File: src/rtl/ctrl_pkg.sv
// Shared encodings for the D/E decode controller: opcodes, ALU codes,
// immediate/result selects and the control bundle carried from D into E.
package ctrl_pkg;

    localparam logic [6:0] OP_NONE   = 7'b0000000;
    localparam logic [6:0] OP_LOAD   = 7'b0000011;
    localparam logic [6:0] OP_STORE  = 7'b0100011;
    localparam logic [6:0] OP_RTYPE  = 7'b0110011;
    localparam logic [6:0] OP_IALU   = 7'b0010011;
    localparam logic [6:0] OP_BRANCH = 7'b1100011;
    localparam logic [6:0] OP_JAL    = 7'b1101111;
    localparam logic [6:0] OP_JALR   = 7'b1100111;
    localparam logic [6:0] OP_LUI    = 7'b0110111;
    localparam logic [6:0] OP_AUIPC  = 7'b0010111;

    localparam logic [6:0] F7_BASE   = 7'b0000000;
    localparam logic [6:0] F7_ALT    = 7'b0100000;
    localparam logic [6:0] F7_MULDIV = 7'b0000001;

    localparam logic [4:0] ALU_ADD   = 5'b00000;
    localparam logic [4:0] ALU_SUB   = 5'b00001;
    localparam logic [4:0] ALU_AND   = 5'b00010;
    localparam logic [4:0] ALU_OR    = 5'b00011;
    localparam logic [4:0] ALU_XOR   = 5'b00100;
    localparam logic [4:0] ALU_SLT   = 5'b00101;
    localparam logic [4:0] ALU_SLTU  = 5'b00110;
    localparam logic [4:0] ALU_AUIPC = 5'b01000;
    localparam logic [4:0] ALU_LUI   = 5'b01001;
    localparam logic [4:0] ALU_SLL   = 5'b01010;
    localparam logic [4:0] ALU_SRA   = 5'b01011;
    localparam logic [4:0] ALU_SRL   = 5'b01100;
    localparam logic [1:0] ALU_MDU_PFX = 2'b10;

    typedef enum logic [2:0] {
        IMM_I = 3'b000,
        IMM_S = 3'b001,
        IMM_B = 3'b010,
        IMM_J = 3'b011,
        IMM_U = 3'b100
    } imm_src_e;

    typedef enum logic [1:0] {
        RES_ALU = 2'b00,
        RES_MEM = 2'b01,
        RES_PC4 = 2'b10
    } result_src_e;

    typedef struct packed {
        logic        reg_write;
        logic        mem_write;
        logic        alu_src;
        logic        branch;
        logic        jump;
        result_src_e result_src;
        logic [4:0]  alu_ctrl;
    } ctrl_t;

    localparam ctrl_t CTRL_BUBBLE = '0;

    typedef enum logic [1:0] {
        ST_IDLE = 2'd0,
        ST_BUSY = 2'd1,
        ST_DONE = 2'd2
    } mdu_state_e;

    // alt is funct7[5]; it only turns add into sub for register-register ops.
    function automatic logic [4:0] alu_from_funct3(input logic [2:0] f3,
                                                   input logic       alt,
                                                   input logic       is_reg);
        logic [4:0] code;
        case (f3)
            3'b000:  code = (is_reg && alt) ? ALU_SUB : ALU_ADD;
            3'b001:  code = ALU_SLL;
            3'b010:  code = ALU_SLT;
            3'b011:  code = ALU_SLTU;
            3'b100:  code = ALU_XOR;
            3'b101:  code = alt ? ALU_SRA : ALU_SRL;
            3'b110:  code = ALU_OR;
            default: code = ALU_AND;
        endcase
        return code;
    endfunction

endpackage

File: src/rtl/ctrl_de_pipe_main_decode.sv
// Combinational main decoder: opcode/funct fields to control bundle,
// immediate select and an illegal-encoding flag.
module main_decode
    import ctrl_pkg::*;
#(
    parameter bit ENABLE_M = 1'b1
) (
    input  logic [6:0] op_i,
    input  logic [2:0] funct3_i,
    input  logic [6:0] funct7_i,
    output ctrl_t      ctrl_o,
    output imm_src_e   imm_src_o,
    output logic       illegal_o
);

    always_comb begin
        ctrl_o    = CTRL_BUBBLE;
        imm_src_o = IMM_I;
        illegal_o = 1'b0;
        case (op_i)
            OP_LOAD: begin
                ctrl_o.reg_write  = 1'b1;
                ctrl_o.alu_src    = 1'b1;
                ctrl_o.result_src = RES_MEM;
            end
            OP_STORE: begin
                ctrl_o.mem_write = 1'b1;
                ctrl_o.alu_src   = 1'b1;
                imm_src_o        = IMM_S;
            end
            OP_RTYPE: begin
                if (funct7_i == F7_MULDIV) begin
                    if (ENABLE_M) begin
                        ctrl_o.reg_write = 1'b1;
                        ctrl_o.alu_ctrl  = {ALU_MDU_PFX, funct3_i};
                    end else begin
                        illegal_o = 1'b1;
                    end
                end else if (funct7_i == F7_BASE || funct7_i == F7_ALT) begin
                    ctrl_o.reg_write = 1'b1;
                    ctrl_o.alu_ctrl  = alu_from_funct3(funct3_i, funct7_i[5], 1'b1);
                end else begin
                    illegal_o = 1'b1;
                end
            end
            OP_IALU: begin
                ctrl_o.reg_write = 1'b1;
                ctrl_o.alu_src   = 1'b1;
                ctrl_o.alu_ctrl  = alu_from_funct3(funct3_i, funct7_i[5], 1'b0);
            end
            OP_BRANCH: begin
                ctrl_o.branch   = 1'b1;
                ctrl_o.alu_ctrl = ALU_SUB;
                imm_src_o       = IMM_B;
            end
            OP_JAL: begin
                ctrl_o.reg_write  = 1'b1;
                ctrl_o.jump       = 1'b1;
                ctrl_o.result_src = RES_PC4;
                imm_src_o         = IMM_J;
            end
            OP_JALR: begin
                ctrl_o.reg_write  = 1'b1;
                ctrl_o.jump       = 1'b1;
                ctrl_o.alu_src    = 1'b1;
                ctrl_o.result_src = RES_PC4;
            end
            OP_LUI: begin
                ctrl_o.reg_write = 1'b1;
                ctrl_o.alu_src   = 1'b1;
                ctrl_o.alu_ctrl  = ALU_LUI;
                imm_src_o        = IMM_U;
            end
            OP_AUIPC: begin
                ctrl_o.reg_write = 1'b1;
                ctrl_o.alu_src   = 1'b1;
                ctrl_o.alu_ctrl  = ALU_AUIPC;
                imm_src_o        = IMM_U;
            end
            OP_NONE: ;
            default: illegal_o = 1'b1;
        endcase
    end

endmodule

File: src/rtl/ctrl_de_pipe.sv
// RV32I/M decode controller with ID/EX control register and a MUL/DIV
// occupancy FSM that holds E (and asks the hazard unit to stall) for LAT cycles.
module ctrl_de_pipe
    import ctrl_pkg::*;
#(
    parameter bit ENABLE_M    = 1'b1,
    parameter int MUL_LATENCY = 1,
    parameter int DIV_LATENCY = 32,
    parameter int CNT_W       = 6
) (
    input  logic       clk,
    input  logic       reset,
    input  logic       InstrValidD,
    input  logic [6:0] OP,
    input  logic [2:0] funct3,
    input  logic [6:0] funct7,
    input  logic       FlushE,
    output logic [2:0] ImmSrcD,
    output logic       RegWriteE,
    output logic       MemWriteE,
    output logic       ALUSrcE,
    output logic       BranchE,
    output logic       JumpE,
    output logic [1:0] ResultSrcE,
    output logic [4:0] ALUControlE,
    output logic       MulDivStartE,
    output logic       StallReqE,
    output logic       IllegalE
);

    localparam logic [CNT_W-1:0] MUL_LAT   = CNT_W'(MUL_LATENCY);
    localparam logic [CNT_W-1:0] DIV_LAT   = CNT_W'(DIV_LATENCY);
    localparam logic [CNT_W-1:0] LAT_TWO   = CNT_W'(2);
    localparam logic [CNT_W-1:0] LAT_THREE = CNT_W'(3);

    ctrl_t      dec_ctrl;
    imm_src_e   dec_imm;
    logic       dec_illegal;
    ctrl_t      d_ctrl;
    logic       d_illegal;

    ctrl_t      ctrl_q;
    logic       illegal_q;
    mdu_state_e state_q, state_d;
    logic [CNT_W-1:0] cnt_q, cnt_d;
    logic [CNT_W-1:0] lat_e;
    logic       mul_div_e;

    main_decode #(.ENABLE_M(ENABLE_M)) u_main_decode (
        .op_i      (OP),
        .funct3_i  (funct3),
        .funct7_i  (funct7),
        .ctrl_o    (dec_ctrl),
        .imm_src_o (dec_imm),
        .illegal_o (dec_illegal)
    );

    assign ImmSrcD   = dec_imm;
    assign d_ctrl    = (InstrValidD && !dec_illegal) ? dec_ctrl : CTRL_BUBBLE;
    assign d_illegal = InstrValidD && dec_illegal;

    assign mul_div_e = ctrl_q.alu_ctrl[4];
    assign lat_e     = ctrl_q.alu_ctrl[2] ? DIV_LAT : MUL_LAT;

    // BUSY counts down to zero; DONE is the last (non-stalling) cycle of the op.
    always_comb begin
        state_d      = state_q;
        cnt_d        = cnt_q;
        StallReqE    = 1'b0;
        MulDivStartE = 1'b0;
        case (state_q)
            ST_IDLE: begin
                if (mul_div_e) begin
                    MulDivStartE = 1'b1;
                    if (lat_e == LAT_TWO) begin
                        StallReqE = 1'b1;
                        state_d   = ST_DONE;
                    end else if (lat_e > LAT_TWO) begin
                        StallReqE = 1'b1;
                        state_d   = ST_BUSY;
                        cnt_d     = lat_e - LAT_THREE;
                    end
                end
            end
            ST_BUSY: begin
                StallReqE = 1'b1;
                if (cnt_q == '0) begin
                    state_d = ST_DONE;
                end else begin
                    cnt_d = cnt_q - CNT_W'(1);
                end
            end
            ST_DONE: state_d = ST_IDLE;
            default: state_d = ST_IDLE;
        endcase
    end

    always_ff @(posedge clk or posedge reset) begin
        if (reset) begin
            ctrl_q    <= CTRL_BUBBLE;
            illegal_q <= 1'b0;
            state_q   <= ST_IDLE;
            cnt_q     <= '0;
        end else if (FlushE) begin
            ctrl_q    <= CTRL_BUBBLE;
            illegal_q <= 1'b0;
            state_q   <= ST_IDLE;
            cnt_q     <= '0;
        end else begin
            state_q <= state_d;
            cnt_q   <= cnt_d;
            if (!StallReqE) begin
                ctrl_q    <= d_ctrl;
                illegal_q <= d_illegal;
            end
        end
    end

    assign RegWriteE   = ctrl_q.reg_write;
    assign MemWriteE   = ctrl_q.mem_write;
    assign ALUSrcE     = ctrl_q.alu_src;
    assign BranchE     = ctrl_q.branch;
    assign JumpE       = ctrl_q.jump;
    assign ResultSrcE  = ctrl_q.result_src;
    assign ALUControlE = ctrl_q.alu_ctrl;
    assign IllegalE    = illegal_q;

endmodule
File: config.mk
export PLATFORM = sky130hd
export DESIGN_NAME = ctrl_de_pipe
export DESIGN_NICKNAME = d
export VERILOG_FILES = /design/src/rtl/ctrl_pkg.sv /design/src/rtl/ctrl_de_pipe_main_decode.sv /design/src/rtl/ctrl_de_pipe.sv
export SDC_FILE = /design/constraint.sdc
export NUM_CORES = 1
export LEC_CHECK = 0
export ABC_AREA = 1
export BUFFER_PORTS_ARGS = -buffer_cell sky130_fd_sc_hd__clkbuf_2
export CORE_MARGIN = 5
export CORE_UTILIZATION = 40
export DETAILED_ROUTE_END_ITERATION = 16
export PLACE_DENSITY = 0.69
export REMOVE_ABC_BUFFERS = 1
export SETUP_SLACK_MARGIN = 0.05
export SYNTH_ARGS = -nofsm -noshare
export SYNTH_HDL_FRONTEND = slang
export SYNTH_SLANG_ARGS = --single-unit
File: constraint.sdc
create_clock -name clk -period 1.7 [get_ports clk]
set_input_delay 0 -clock clk [delete_from_list [all_inputs] [get_ports clk]]
set_output_delay 0 -clock clk [all_outputs]
set_load 0.005 [all_outputs]
==> metrics.txt, run 1 <==
status finished clean; IR drop worst, VDD 209 µV; setup TNS 0 ns; largest net degree at the start of global routing 22; Hold Slack 0.0450 ns; Post-Place Cells 311; cell mode on critical path nand2_1; clock latency on the worst-skew pair 0.30 ns; Critical Path RT 1.96 ns; Mean Syn Cell Area 6.41 µm²; buffers and inverters on the worst path 3; most frequent cells in the layout nand2_1 (74), clkbuf_2 (38), inv_1 (31); fin crit share 0.844; Tmin final 1.43 ns; Pleak 1.02 nW; final net count 294; critical path fanouts, max 4; cts bufs inserted 3; DR DRC count 0; Root Buffer clkbuf_4; antenna violations before repair 0; Max Root-Sink Buffers 2; fmax 697 MHz; Post-Route WL 3270 µm; sequential-to-total area share from yosys stat 0.366; CTS tree done; slowest stage delay, CP 0.44 ns; Worst Setup Path Type flop to flop; Overall Power 856 µW; Die H 69.9 µm; routed vias 1483; CP cell instances nand2_1, nand2_1, nand2_1, inv_2, nor2_1, inv_1, nor2_2, nand2_2, inv_2, nand2_1, nand2_1; drt wl/cell 10.3 µm; power per cell area 491 mW/mm²; Post-CTS Setup Bufs 0; First DRT Iteration DRCs 89; Chip Width 69.9 µm; Synth Cell Area 0.00144 mm²; total gr overflow 0; Multi-input gate area 762 µm²; Fin. Hold Viols 0; library cells used by synthesis 22; critical path's slowest cell dfrtp_1; placed cell areas 0.00171 mm²; clk sinks 21; Boundary Pins 39; Fillers 381; Final Max Slew Viols 0; Reg area 526 µm²; Std-Cell Rows 21; vias in the first global route 1313; most common cell after layout, fill and taps aside nand2_1; detailed placement HPWL 2800 µm; CP Data Arrival Time 1.69 ns; Final GP Congestion 0.893; count of warnings emitted by yosys 0; non-filler cells in the finished layout 316; Initial Util 0.420; max-cap violations 0; Synth Register Bits 21; CP Launch Type flop; endpoints failing setup 0; Fin Clk Skew 0.0155 ns; RSZ-0062 raised after global routing no; core area 0.00342 mm²; Setup crit end kind flop; layout cell share with drive strength beyond 1 0.237; global-route wire length before repair 5610 µm; Design Area, Final 0.00175 mm²; CP top delay family simple AND/OR/NAND/NOR gates; full die area 0.00489 mm²; worst-margin pin slew 0.287 ns; vias per cell 4.69; CTS clk-pin slew, worst paths 0.12 ns; gr usage total 0.137; Synth Instances 224; Diodes inserted 0; path category of the worst min-delay check input port to flop; area grow syn2layout 21.6%; Final ANT Viol Nets 0; Slew HR 0.807; IO Port Bufs 38; H-tree depth 1; DRT Pass-1 Iters 4
## registers in the layout, summed over array words and instances, names as in the netlist
| register | flops |
|---|---|
| cnt_q | 6 |
| ALUControlE | 5 |
| ResultSrcE | 2 |
| state_q | 2 |
| ALUSrcE | 1 |
| BranchE | 1 |
| IllegalE | 1 |
| JumpE | 1 |
| MemWriteE | 1 |
| RegWriteE | 1 |
## synthesized netlist by cell type
master | instances | area (µm²)
nand2_2 | 3 | 18.8
nor3_1 | 3 | 15.0
nand3_1 | 9 | 45.0
nand2_1 | 74 | 278
o21ai_0 | 10 | 50.1
o21ai_1 | 5 | 25.0
ha_1 | 2 | 25.0
nand3_2 | 2 | 20.0
inv_2 | 7 | 26.3
dfrtp_1 | 21 | 526
nor2_1 | 26 | 97.6
o22ai_1 | 3 | 18.8
a31oi_1 | 1 | 6.26
nor2_2 | 4 | 25.0
o21bai_1 | 2 | 15.0
nand4_1 | 5 | 31.3
buf_2 | 1 | 5.00
nor2_4 | 2 | 22.5
nand3b_1 | 1 | 7.51
and2_1 | 1 | 6.26
a21oi_1 | 11 | 55.1
inv_1 | 31 | 116
## kinds of logic after synthesis
logic type,Yosys count,share of synthesized area
flip-flops,21,0.366
AO/OA/AOI/OAI,32,0.119
buffers and inverters,39,0.103
AND/OR/NAND/NOR,130,0.395
adder cells (fa/ha/maj),2,0.0174
## layout make-up
type                    instances  share of cell area
multi-input cells             164               0.437
flip-flops and latches         21               0.301
repair buffers                 43               0.132
inverters                      38              0.0817
well taps                      46              0.0330
clock buffers                   3              0.0129
clock inverters                 1             0.00287
## path summary, 6_finish.rpt
path | from | endpoint | slack (ns) | depth (start not counted)
worst min register to register | JumpE | JumpE | 0.50 | 2
worst max-delay path | ALUControlE[2] | ALUSrcE | 0.27 | 11
worst min-delay path | FlushE | state_q[1] | 0.05 | 4
max in group asynchronous | reset | ALUControlE[1] | 1.25 | 4
min in group asynchronous | reset | ALUSrcE | 0.23 | 4
worst max register to register | ALUControlE[2] | ALUSrcE | 0.27 | 11
## metal layers
metal  vias up  track usage  part of all wire
met5         -            0                 0
met4         0       0.0468            0.0083
met3         2       0.0187             0.047
met2        38        0.224              0.46
met1       643        0.185              0.48
li1        800            -                 -
## power by group
part           internal, mW  total, mW  switching (mW)
logic                0.0428      0.120          0.0771
registers             0.501      0.502         0.00102
clock network        0.0876      0.235           0.147
## metrics by stage
step,util,setup slack (ns)
2_1_floorplan,-,0.224
3_3_place_gp,0.500,0.268
3_5_place_dp,0.500,0.245
4_1_cts,0.511,0.242
5_1_grt,0.511,0.127
6_report,0.511,0.266
## worst reg2reg max path, stage by stage (launching register included)
cell,delay [ns]
dfrtp_1,0.44
nand2_1,0.07
nand2_1,0.04
nand2_1,0.08
inv_2,0.04
nor2_1,0.17
inv_1,0.10
nor2_2,0.18
nand2_2,0.11
inv_2,0.06
nand2_1,0.05
nand2_1,0.05
## timing repair
action / in CTS / in global routing
endpoints found under the hold margin: 21 / 0
hold buffers: 1 / 0
resized for setup: 0 / 0
Note: power is estimated with default switching activity, not from simulation.
==> run 2: changes to the inputs <==
- ABC_AREA: 1 -> 0
- clock period: 1.7 -> 1.35 ns (I/O delays scaled with it)
==> metrics.txt, run 2 <==
Fin Clk Skew 0.0117 ns; Worst R2R Start ALUControlE[4]; sequential-to-total area share from yosys stat 0.372; Pleak 0.887 nW; Synth Register Bits 21; Synth Instances 154; endpoints failing setup 9; Overall Power 1.11 mW; fmax 717 MHz; Initial Util 0.417; dpl ws -0.0908 ns; reg2reg setup slack -0.05 ns; drt wl/cell 14.4 µm; max-cap violations 0; Top reg by flops cnt_q; Hold Path Depth 3; core area 0.00339 mm²; Max Root-Sink Buffers 2; vias per cell 5.52; failing checks negative setup slack; Boundary Pins 39; largest net degree at the start of global routing 22; hold worst-path end ALUControlE[0]; max reg flops 6; Die H 69.4 µm; count of warnings emitted by yosys 0; setup TNS -0.273 ns; critical path fanouts, max 4; power per cell area 547 mW/mm²; post-synth top area cell dfrtp_1; CP Launch Type flop; full die area 0.00482 mm²; Critical Path RT 1.57 ns; area grow syn2layout 43.5%; IO Port Bufs 38; RR Endpoint ALUControlE[3]; Final Max Slew Viols 0; gr usage total 0.158; global-route wire length before repair 6410 µm; layout cell share with drive strength beyond 1 0.480; library cells used by synthesis 49; DR DRC count 0; DRT Pass-1 Iters 4; clock latency on the worst-skew pair 0.30 ns; top cells by count, synth dfrtp_1 (21), nand2_1 (16), nor2_1 (13), a21oi_1 (10), o21ai_0 (9); Synth Cell Area 0.00141 mm²; Fin. Hold Viols 0; Worst Setup Path Type flop to flop; most common cell after layout, fill and taps aside clkbuf_2; most numerous cell in the Yosys netlist dfrtp_1; Final ANT Viol Nets 0; Mean Syn Cell Area 9.17 µm²; worst-margin pin slew 0.392 ns; cts bufs inserted 3; total gr overflow 0; Diodes inserted 0; most frequent cells in the layout clkbuf_2 (38), dfrtp_1 (20), buf_4 (20); Async S/R FF share, synth 1.00; top cells by area, synth dfrtp_1 (37%), nand2_1 (4.3%), a21oi_1 (3.5%), nor2_1 (3.5%), o21ai_0 (3.2%); detailed placement HPWL 2840 µm; Tmin final 1.40 ns; status finished with violations; final net count 245; IR drop worst, VDD 248 µV; CTS clk-pin slew, worst paths 0.10 ns; Post-Route WL 3860 µm; worst setup margin -0.0452 ns; H-tree depth 1; First DRT Iteration DRCs 87; reg2reg path depth 6; Final GP Congestion 0.955; routed vias 1474; Fillers 288; clk sinks 21; fin crit share 1.03; CTS tree done; Std-Cell Rows 21; Slew HR 0.736; antenna violations before repair 0; hold path startpoint funct3[0]; path category of the worst min-delay check input port to flop; Root Buffer clkbuf_4; CP Data Arrival Time 1.62 ns; RSZ-0062 raised after global routing yes; Main synth FF type dfrtp_1; non-filler cells in the finished layout 267; Synth top area share 0.372; Post-Place Cells 253; Chip Width 69.4 µm; Setup crit end kind flop; Post-synth EDFFs 0; vias in the first global route 1475
==> run 2: cell types whose count changed after synthesis, moves of 4 or more <==
| cell | delta |
|---|---|
| nand2b_1 | +4 |
| nand2_1 | -58 |
| inv_2 | -7 |
| inv_1 | -24 |
| a22o_1 | +4 |
| nand3_1 | -9 |
| nand4_1 | -4 |
| nor2_1 | -13 |
==> run 2: power by group <==
part / internal (mW) / switching (mW) / leakage, nW
logic: 0.0804 / 0.104 / 0.581
clock network: 0.115 / 0.177 / 0.0150
registers: 0.631 / 0.00161 / 0.291
==> run 2: layout make-up <==
class	count	area (µm²)	area share
Multi-Input combinational cell	121	940	0.464
Sequential cell	21	527	0.260
Timing Repair Buffer	68	450	0.222
Tap cell	46	57.6	0.0284
Clock buffer	4	26.3	0.0130
Inverter	7	26.3	0.0130
==> run 2: cell families (layout without fill, tap and decap cells) <==
group                      after synthesis  after routing  share of synthesized area
adders and majority gates                2              2                     0.0177
buffers and inverters                   12             79                     0.0461
DFF                                     21             21                      0.372
and+or+nand+nor                         66             66                      0.292
xor gates and xnor gates                 1              1                    0.00620
AOI/OAI and AO/OA                       52             52                      0.266
==> run 2: how the worst max path moves through the flow <==
stage | from | end | slack [ns]
floorplan | ALUControlE[2] | cnt_q[0] | -0.37
global placement | cnt_q[2] | cnt_q[3] | -0.04
detailed placement | state_q[0] | cnt_q[3] | -0.09
CTS | ALUControlE[2] | ALUControlE[2] | -0.005
global route | ALUControlE[4] | ALUControlE[3] | -0.14
finish | ALUControlE[4] | ALUControlE[3] | -0.05
==> run 2: metal layers <==
metal  share of wire  track usage
met5               0            0
met4           0.020       0.0716
met3           0.033       0.0159
met2            0.54        0.285
met1            0.41        0.187
==> run 2: what timing repair did <==
| item | CTS | global route |
|---|---|---|
| gates resized for setup | 20 | 24 |
| endpoints found under the setup margin | 13 | 23 |
| endpoints found under the hold margin | 24 | 0 |
| hold buffers | 2 | 0 |
| pin swaps | 12 | 15 |
| buffers inserted | 3 | 4 |
| cloned | 0 | 1 |
==> run 2: critical path: stages (launching register included) <==
cell and delay [ns]:
dfrtp_1 0.42, a21oi_4 0.24, nor2_4 0.05, nor3b_2 0.15, buf_4 0.18, o2111ai_4 0.13
o21ai_1 0.15
==> run 2: per-stage QoR <==
| stage | utilization | hold slack, ns | cell area [µm²] |
|---|---|---|---|
| after floorplan | - | -0.0235 | 1370 |
| after global placement | 0.523 | 0.0173 | 1770 |
| after detailed placement | 0.523 | 0.0222 | 1770 |
| after CTS | 0.556 | 0.0645 | 1890 |
| after global routing | 0.598 | 0.0902 | 2030 |
| final | 0.598 | 0.0837 | 2030 |
==> run 3: changes to the inputs <==
- ABC_AREA: 0 -> 1
- GPL_TIMING_DRIVEN: unset -> 1
==> metrics.txt, run 3 (synthesis results as in run 1) <==
status finished clean; Root Buffer clkbuf_4; max-cap violations 0; most common cell after layout, fill and taps aside nand2_1; Final Max Slew Viols 0; most frequent cells in the layout nand2_1 (68), clkbuf_2 (38), inv_1 (26); H-tree depth 1; antenna violations before repair 0; reg2reg path depth 8; Top reg by flops cnt_q; layout cell share with drive strength beyond 1 0.356; non-filler cells in the finished layout 327; Post-Route WL 3640 µm; Tmin final 1.31 ns; CTS clk-pin slew, worst paths 0.13 ns; Chip Width 69.9 µm; First DRT Iteration DRCs 58; Pleak 1.12 nW; Final ANT Viol Nets 0; RSZ-0062 raised after global routing yes; largest net degree at the start of global routing 22; Overall Power 1.11 mW; area grow syn2layout 35.1%; critical path fanouts, max 3; CTS tree done; endpoints failing setup 0; IR drop worst, VDD 260 µV; Std-Cell Rows 21; Hold Slack 0.0364 ns; DRT Pass-1 Iters 4; worst-margin pin slew 0.284 ns; placed cell areas 0.00175 mm²; Hold Path Depth 5; IO Port Bufs 38; switching share of power 0.279; vias in the first global route 1464; Setup crit end kind flop; vias per cell 4.79; Design Area, Final 0.00194 mm²; Power Internal 800 µW; global-route wire length before repair 6270 µm; power per cell area 572 mW/mm²; Clock Power Share 0.282; Critical Path RT 1.59 ns; core area 0.00342 mm²; cts bufs inserted 3; Worst Setup Path Type flop to flop; Initial Util 0.420; Reg power frac 0.570; Fin. Hold Viols 0; Fin Clk Skew 0.00799 ns; final net count 305; drt wl/cell 11.1 µm; Die H 69.9 µm; fmax 765 MHz; max reg flops 6; Final GP Congestion 0.919; Max Root-Sink Buffers 2; Post-Place Cells 316; utilization after layout 0.568; full die area 0.00489 mm²; Comb power frac 0.148; DR DRC count 0; Boundary Pins 39; CP Launch Type flop; Fillers 346; gr usage total 0.151; total gr overflow 0; Diodes inserted 0; NetSw 310 µW; path category of the worst min-delay check input port to flop; detailed placement HPWL 2910 µm; Slew HR 0.809; clk sinks 21; routed vias 1565; CP Data Arrival Time 1.55 ns; fin crit share 0.968; clock latency on the worst-skew pair 0.31 ns
[run 3: changes by cell type in the layout (fill, tap and decap cells not counted), moves of 4 or more]
cell     delta
a22o_1      -4
buf_4       -6
buf_6       -7
inv_1      +20
inv_2      +10
nand2_1    +55
nand2_2     +5
nand3_1     +9
nand4_1     +4
nor2_1     +10
nor2_2      +4
nor2_4      +4
o21ai_1     -9
o21ai_2     +6
[run 3: metal layers]
layer	global-route usage	part of all wire	vias up
li1	-	-	822
met1	0.201	0.48	706
met2	0.258	0.48	35
met3	0.0172	0.035	2
met4	0.0447	0.0093	0
met5	0	0	-
[run 3: repair_timing]
item | 4_1_cts | 5_1_grt
endpoints found under the setup margin | 13 | 19
setup buffers | 2 | 4
pin swaps | 0 | 9
hold buffers | 1 | 0
gates resized for setup | 6 | 34
endpoints found under the hold margin | 21 | 0
cloned | 0 | 0
[run 3: per-stage QoR]
step / setup slack, ns / setup TNS (ns)
floorplan: -0.126 / -0.464
global placement: 0.0509 / 0
detailed placement: -0.0345 / -0.0770
CTS: 0.0399 / 0
global route: -0.0411 / -0.218
finish: 0.0433 / 0
[run 3: path summary, 6_finish.rpt]
check | from | to | slack, ns
max | cnt_q[0] | cnt_q[4] | 0.04
min | InstrValidD | ALUControlE[2] | 0.04
max reg2reg | cnt_q[0] | cnt_q[4] | 0.04
min reg2reg | JumpE | JumpE | 0.50
max in group asynchronous | reset | ALUControlE[1] | 0.89
min in group asynchronous | reset | JumpE | 0.23
[run 3: worst max-delay path: stages (launching register included)]
cell and delay [ns]:
dfrtp_1 0.39, inv_2 0.06, ha_4 0.15, nand4_1 0.11, inv_1 0.06, nand2_2 0.11
nand2_2 0.08, buf_6 0.13, o22ai_1 0.15
[run 3: cell type report]
type | count | area, µm² | share of cell area
multi-input combinational | 164 | 867 | 0.447
clock inverter | 1 | 5.00 | 0.00258
sequential | 21 | 526 | 0.271
timing repair buffer | 54 | 317 | 0.163
tap | 46 | 57.6 | 0.0297
clock buffer | 3 | 22.5 | 0.0116
inverter | 38 | 145 | 0.0748
[run 3: power by group through the flow]
stage               Sequential, mW  Clock [mW]  Combinational [mW]
finish                       0.632       0.313               0.164
global route                 0.632       0.349               0.188
CTS                          0.632       0.315               0.156
detailed placement           0.644           0               0.151
global placement             0.644           0               0.148
floorplan                    0.644           0              0.0835
